File: config.mk
export PLATFORM = sky130hd
export DESIGN_NAME = sp_ram_arb2
export DESIGN_NICKNAME = d
export VERILOG_FILES = /design/src/rtl/sp_ram_arb_pkg.sv /design/src/rtl/sp_ram_arb2_rr_arb2.sv /design/src/rtl/sp_ram_arb2.sv
export SDC_FILE = /design/constraint.sdc
export NUM_CORES = 1
export LEC_CHECK = 0
export CAP_MARGIN = 20
export CORE_AREA = 4 4 113 115
export DETAILED_ROUTE_END_ITERATION = 8
export DIE_AREA = 0 0 117 119
export GPL_TIMING_DRIVEN = 1
export HOLD_SLACK_MARGIN = 0.05
export SLEW_MARGIN = 15
export SYNTH_ARGS = -nofsm -noshare
export SYNTH_HDL_FRONTEND = slang
export SYNTH_HIERARCHICAL = 1
export SYNTH_SLANG_ARGS = --single-unit
File: constraint.sdc
create_clock -name clk -period 2.4 [get_ports clk]
set_clock_uncertainty 0.1 [all_clocks]
set_input_delay 0.24 -clock clk [delete_from_list [all_inputs] [get_ports clk]]
set_output_delay 0.24 -clock clk [all_outputs]
set_load 0.1 [all_outputs]
File: src/rtl/sp_ram_arb_pkg.sv
// rtl/sp_ram_arb_pkg.sv - shared types and constants for the two-port RAM arbiter
package sp_ram_arb_pkg;

  localparam int NUM_PORTS = 2;

  typedef enum logic {
    PORT_A = 1'b0,
    PORT_B = 1'b1
  } port_sel_t;

  // One outstanding response: which port it belongs to and whether it faulted
  typedef struct packed {
    logic      valid;
    port_sel_t port;
    logic      err;
  } resp_t;

endpackage

File: src/rtl/sp_ram_arb2_rr_arb2.sv
// rtl/sp_ram_arb2_rr_arb2.sv - two-input round-robin arbiter with pointer register
module rr_arb2
  import sp_ram_arb_pkg::*;
(
  input  logic                 clk,
  input  logic                 rst_i,
  input  logic [NUM_PORTS-1:0] req_i,
  output logic [NUM_PORTS-1:0] gnt_o
);

  port_sel_t ptr_q;
  port_sel_t ptr_d;

  // Grant is combinational; the pointer only breaks ties, and reset masks everything
  always_comb begin
    gnt_o = '0;
    if (!rst_i) begin
      if (req_i == 2'b11) begin
        gnt_o = (ptr_q == PORT_A) ? 2'b01 : 2'b10;
      end else begin
        gnt_o = req_i;
      end
    end
  end

  // After a contended cycle the loser gets priority next time
  always_comb begin
    ptr_d = ptr_q;
    if (req_i == 2'b11) begin
      ptr_d = (ptr_q == PORT_A) ? PORT_B : PORT_A;
    end
  end

  // Pointer register
  always_ff @(posedge clk) begin
    if (rst_i) begin
      ptr_q <= PORT_A;
    end else begin
      ptr_q <= ptr_d;
    end
  end

endmodule

File: src/rtl/sp_ram_arb2.sv
// rtl/sp_ram_arb2.sv - two-master req/gnt/rvalid arbiter in front of a single-port RAM (optional SP_RAM_ARB_RDATA_HOLD_EN)
module sp_ram_arb2
  import sp_ram_arb_pkg::*;
#(
  parameter int RAM_SIZE   = 32768,
  parameter int ADDR_WIDTH = $clog2(RAM_SIZE),
  parameter int DATA_WIDTH = 32
) (
  input  logic                    clk,
  input  logic                    rst_i,

  input  logic                    a_req_i,
  output logic                    a_gnt_o,
  input  logic [31:0]             a_addr_i,
  input  logic                    a_we_i,
  input  logic [DATA_WIDTH/8-1:0] a_be_i,
  input  logic [DATA_WIDTH-1:0]   a_wdata_i,
  output logic                    a_rvalid_o,
  output logic [DATA_WIDTH-1:0]   a_rdata_o,
  output logic                    a_err_o,

  input  logic                    b_req_i,
  output logic                    b_gnt_o,
  input  logic [31:0]             b_addr_i,
  input  logic                    b_we_i,
  input  logic [DATA_WIDTH/8-1:0] b_be_i,
  input  logic [DATA_WIDTH-1:0]   b_wdata_i,
  output logic                    b_rvalid_o,
  output logic [DATA_WIDTH-1:0]   b_rdata_o,
  output logic                    b_err_o,

  output logic                    ram_en_o,
  output logic [ADDR_WIDTH-1:0]   ram_addr_o,
  output logic [DATA_WIDTH-1:0]   ram_wdata_o,
  output logic                    ram_we_o,
  output logic [DATA_WIDTH/8-1:0] ram_be_o,
  input  logic [DATA_WIDTH-1:0]   ram_rdata_i
);

  localparam logic [31:0] RAM_LIMIT = 32'(RAM_SIZE);

  logic [NUM_PORTS-1:0] gnt;
  logic                 a_in_range;
  logic                 b_in_range;
  logic                 use_b;
  logic [DATA_WIDTH-1:0] rdata_live;
  resp_t                resp_q;
  resp_t                resp_d;

  rr_arb2 u_rr_arb2 (
    .clk   (clk),
    .rst_i (rst_i),
    .req_i ({b_req_i, a_req_i}),
    .gnt_o (gnt)
  );

  assign a_gnt_o    = gnt[0];
  assign b_gnt_o    = gnt[1];
  assign a_in_range = (a_addr_i < RAM_LIMIT);
  assign b_in_range = (b_addr_i < RAM_LIMIT);

  // Port B drives the RAM bus only when it actually reaches the RAM; otherwise A's values sit there
  assign use_b       = gnt[1] & b_in_range;
  assign ram_en_o    = (gnt[0] & a_in_range) | use_b;
  assign ram_addr_o  = use_b ? b_addr_i[ADDR_WIDTH-1:0] : a_addr_i[ADDR_WIDTH-1:0];
  assign ram_wdata_o = use_b ? b_wdata_i : a_wdata_i;
  assign ram_be_o    = use_b ? b_be_i : a_be_i;
  assign ram_we_o    = ram_en_o & (use_b ? b_we_i : a_we_i);

  // Record who was granted this cycle so the next cycle's RAM data is steered back
  always_comb begin
    resp_d       = '0;
    resp_d.valid = |gnt;
    resp_d.port  = gnt[1] ? PORT_B : PORT_A;
    resp_d.err   = (gnt[0] & ~a_in_range) | (gnt[1] & ~b_in_range);
  end

  // Response register; a reset in the response cycle drops it
  always_ff @(posedge clk) begin
    if (rst_i) begin
      resp_q <= '{valid: 1'b0, port: PORT_A, err: 1'b0};
    end else begin
      resp_q <= resp_d;
    end
  end

  assign a_rvalid_o = resp_q.valid & (resp_q.port == PORT_A) & ~rst_i;
  assign b_rvalid_o = resp_q.valid & (resp_q.port == PORT_B) & ~rst_i;
  assign a_err_o    = a_rvalid_o & resp_q.err;
  assign b_err_o    = b_rvalid_o & resp_q.err;
  assign rdata_live = resp_q.err ? '0 : ram_rdata_i;

`ifdef SP_RAM_ARB_RDATA_HOLD_EN
  logic [DATA_WIDTH-1:0] a_hold_q;
  logic [DATA_WIDTH-1:0] b_hold_q;

  // Keep each port's last response visible until its next one
  always_ff @(posedge clk) begin
    if (rst_i) begin
      a_hold_q <= '0;
      b_hold_q <= '0;
    end else begin
      if (a_rvalid_o) a_hold_q <= rdata_live;
      if (b_rvalid_o) b_hold_q <= rdata_live;
    end
  end

  assign a_rdata_o = a_rvalid_o ? rdata_live : a_hold_q;
  assign b_rdata_o = b_rvalid_o ? rdata_live : b_hold_q;
`else
  assign a_rdata_o = a_rvalid_o ? rdata_live : '0;
  assign b_rdata_o = b_rvalid_o ? rdata_live : '0;
`endif

endmodule

==> flow_summary.toml, run 1 <==
[outcome]
status = "finished, violations left"
failed_checks = "setup timing"

[floorplanning]
core_region_area_um2 = 11800
dieHeight_um = 119
top_level_ports = 297
initial_core_util_pct = 11.6
die_area_um2 = 13900
dieWidth_um = 117
rows = 40

[power_and_ir_drop]
p_leak_nw = 2.70
swShare_pct = 45.2
pwr-share-clk_pct = 16.7
seq_power_share_pct = 4.7
power.switching_uw = 696
vdd_drop_max_mv = 0.168
powerDensity_nw_per_um2 = 245
p_int_uw = 845
power_mw = 1.54
combPwrFrac_pct = 78.6

[clocking]
cts-root-buf = "clkbuf_16"
clk_pin_slew_ns = 0.03
cts.sinks = 4
cts_tree = "built"
clock_latency_ns = 0.22
cts_buffer_depth = 2
ctsHoldBuffers = 0
cts_buffers = 3
cts-htree-levels = 1

[placed_design]
gp_congestion = 0.865
dpl_worst_slack_ns = -0.462
io_buffers = 296
place_hpwl_mm = 11.3
place_inst = 652

[cells_and_area]
final_common_cell = "clkdlybuf4s50_1"
final_layout_size_suffix_gt1_share_pct = 43.4
layout_common_cells = "155 x clkdlybuf4s50_1, 129 x buf_12, 71 x nor2_1"
final_cells = 665
area_growth_pct = 358
final_nets = 692

[detailed_routing]
ant_nets = 0
vias = 2719
drcViolationCount = 0
wirelength_mm = 12.8
wl_per_cell_um = 19.3
via_per_inst = 4.09
drt_pass1_iterations = 6
dr.first_iter.drc_count = 68

[critical_path]
cp.required_ns = 2.06
path_cells = "o211a_4 -> inv_2 -> or4_4 -> nor3_4 -> buf_12 -> buf_6 -> buf_6 -> mux2_4 -> buf_12"
worstPathMaxFanout = 7
worstPathArrival_ns = 2.23
cp-start-kind = "register"
crit_type = "register to output port"
cpPeakStageDelay_ns = 0.42
cpMaxStageDelayCell = "or4_4"
cp-end-kind = "output port"

[sta]
min_period_ns = 2.57
hold_viol_final = 0
fin_ws_ns = -0.173
worst_slew_pin_slew_ns = 0.347
rsz0062_at_grt = "true"
maxSlewHeadroom_pct = 76.9
setup_viol = 51
maxSlewViolCount = 0
clock.fmax_mhz = 389
period_share_pct = 107

[logic_synthesis]
synthesis.nets = 381
async_flop_share_pct = 0
ys_ff_latch = 4
ys_dominant_reg_cell = "dfxtp_1"
netlist_instances = 207
syn_area_um2 = 1370
yosysUniqueCellTypes = 25
yosys-top-cells-area = "mux2_2 43%, nor2_1 20%, nand2_1 9.0%, dfxtp_1 5.8%, buf_6 4.1%"
ys_seq_area_share_pct = 5.83
postSynthAreaPerCell_um2 = 6.63
ys.warnings.count = 6
synth_area_leader_cell = "mux2_2"
post-synth-top-area-fraction_pct = 42.7
synth-edff-count = 0

[global_route]
grt_pass1_vias = 2905
grtUsageTotal_pct = 16.9
overflow = 0
grt_pass1_wl_mm = 17.8
antenna_found_initial = 3
grt_max_degree = 35

[min_path]
worstHoldPathType = "input pin to register"

[job]
maxCapViolations = 0
## worst max-delay path: cells and delay by family, from the launching register on
| family | cells | cell delay, ns |
|---|---|---|
| muxes | 1 | 0.32 |
| DFF | 1 | 0.32 |
| and+or+nand+nor | 2 | 0.63 |
| buffers and inverters | 5 | 0.58 |
| AOI/OAI and AO/OA | 1 | 0.16 |
## synthesized netlist by cell type, drive strengths merged (2+ instances only)
cell,number
a21oi,2
buf,5
clkbuf,10
dfxtp,4
inv,5
mux2,52
nand2,33
nand3b,2
nor2,72
nor3,3
nor4,5
o21ai,2
or4,3
## layout make-up
type / count / area (µm²)
fill: 1017 / 5530
timing repair buffer: 321 / 4480
multi-input combinational: 182 / 1440
tap: 147 / 184
sequential: 4 / 81.3
clock buffer: 3 / 75.1
inverter: 6 / 22.5
antenna: 2 / 5.00
## routing by layer
metal | track usage, % | part of all wire (%) | vias up
met1 | 17.4 | 33 | 1242
li1 | - | - | 1313
met4 | 3.44 | 1.6 | 2
met2 | 31.9 | 54 | 150
met3 | 6.55 | 11 | 12
met5 | 0 | 0.078 | -
## flip-flops by register name, indices dropped and copies added (netlist names)
signal,cells
u_rr_arb2/ptr_q,1
resp_q,3
## worst paths after layout
kind / from / end / slack, ns / cells after the start
worst max-delay path: u_rr_arb2/ptr_q / ram_wdata_o[3] / -0.17 / 9
worst min-delay path: a_req_i / u_rr_arb2/ptr_q / 0.22 / 3
worst max register to register: u_rr_arb2/ptr_q / resp_q[0] / 1.04 / 5
worst min register to register: u_rr_arb2/ptr_q / u_rr_arb2/ptr_q / 0.56 / 3
## power groups by stage
| stage | logic (mW) | registers, mW | clock network, mW |
|---|---|---|---|
| floorplan | 0.593 | 0.0740 | 0 |
| global placement | 1.20 | 0.0734 | 0 |
| detailed placement | 1.21 | 0.0737 | 0 |
| CTS | 1.22 | 0.0728 | 0.261 |
| global route | 1.25 | 0.0731 | 0.268 |
| finish | 1.21 | 0.0728 | 0.257 |
## cell families (layout without fill, tap and decap cells)
logic type             count (synthesis)  in the layout  share of synthesized area [%]
buffers and inverters                 21            330                           8.48
AOI/OAI and AO/OA                      8              8                           4.28
DFF                                    4              4                           5.83
and+or+nand+nor                      122            122                           38.7
other                                  0              2                              0
muxes                                 52             52                           42.7
## metrics by stage
stage | setup TNS, ns | util (%) | instance area (µm²) | hold WS [ns]
after floorplan | -18.34 | - | 1590 | 0.195
after global routing | -10.34 | 53.2 | 6280 | 0.247
after CTS | -6.10 | 53.4 | 6310 | 0.339
after global placement | -21.11 | 51.4 | 6070 | 0.543
final | -6.75 | 53.2 | 6280 | 0.224
after detailed placement | -22.58 | 51.4 | 6070 | 0.564
## what timing repair did
| action | 4_1_cts | 5_1_grt |
|---|---|---|
| resized for setup | 41 | 7 |
| cloned | 2 | 0 |
| endpoints found under the setup margin | 53 | 52 |
| endpoints found under the hold margin | 0 | 0 |
| pin swaps | 7 | 6 |
| setup buffers | 7 | 1 |
Power figures use the tool's default switching activity.
==> inputs of run 2 (changes only) <==
--- a/config.mk
+++ b/config.mk
@@ -5,7 +5,6 @@
 export SDC_FILE = /design/constraint.sdc
 export NUM_CORES = 1
 export LEC_CHECK = 0
-export CAP_MARGIN = 20
 export CORE_AREA = 4 4 113 115
 export DETAILED_ROUTE_END_ITERATION = 8
 export DIE_AREA = 0 0 117 119
==> results of run 2 <==
The final DEF is identical to that of run 1; final timing and power are the same.
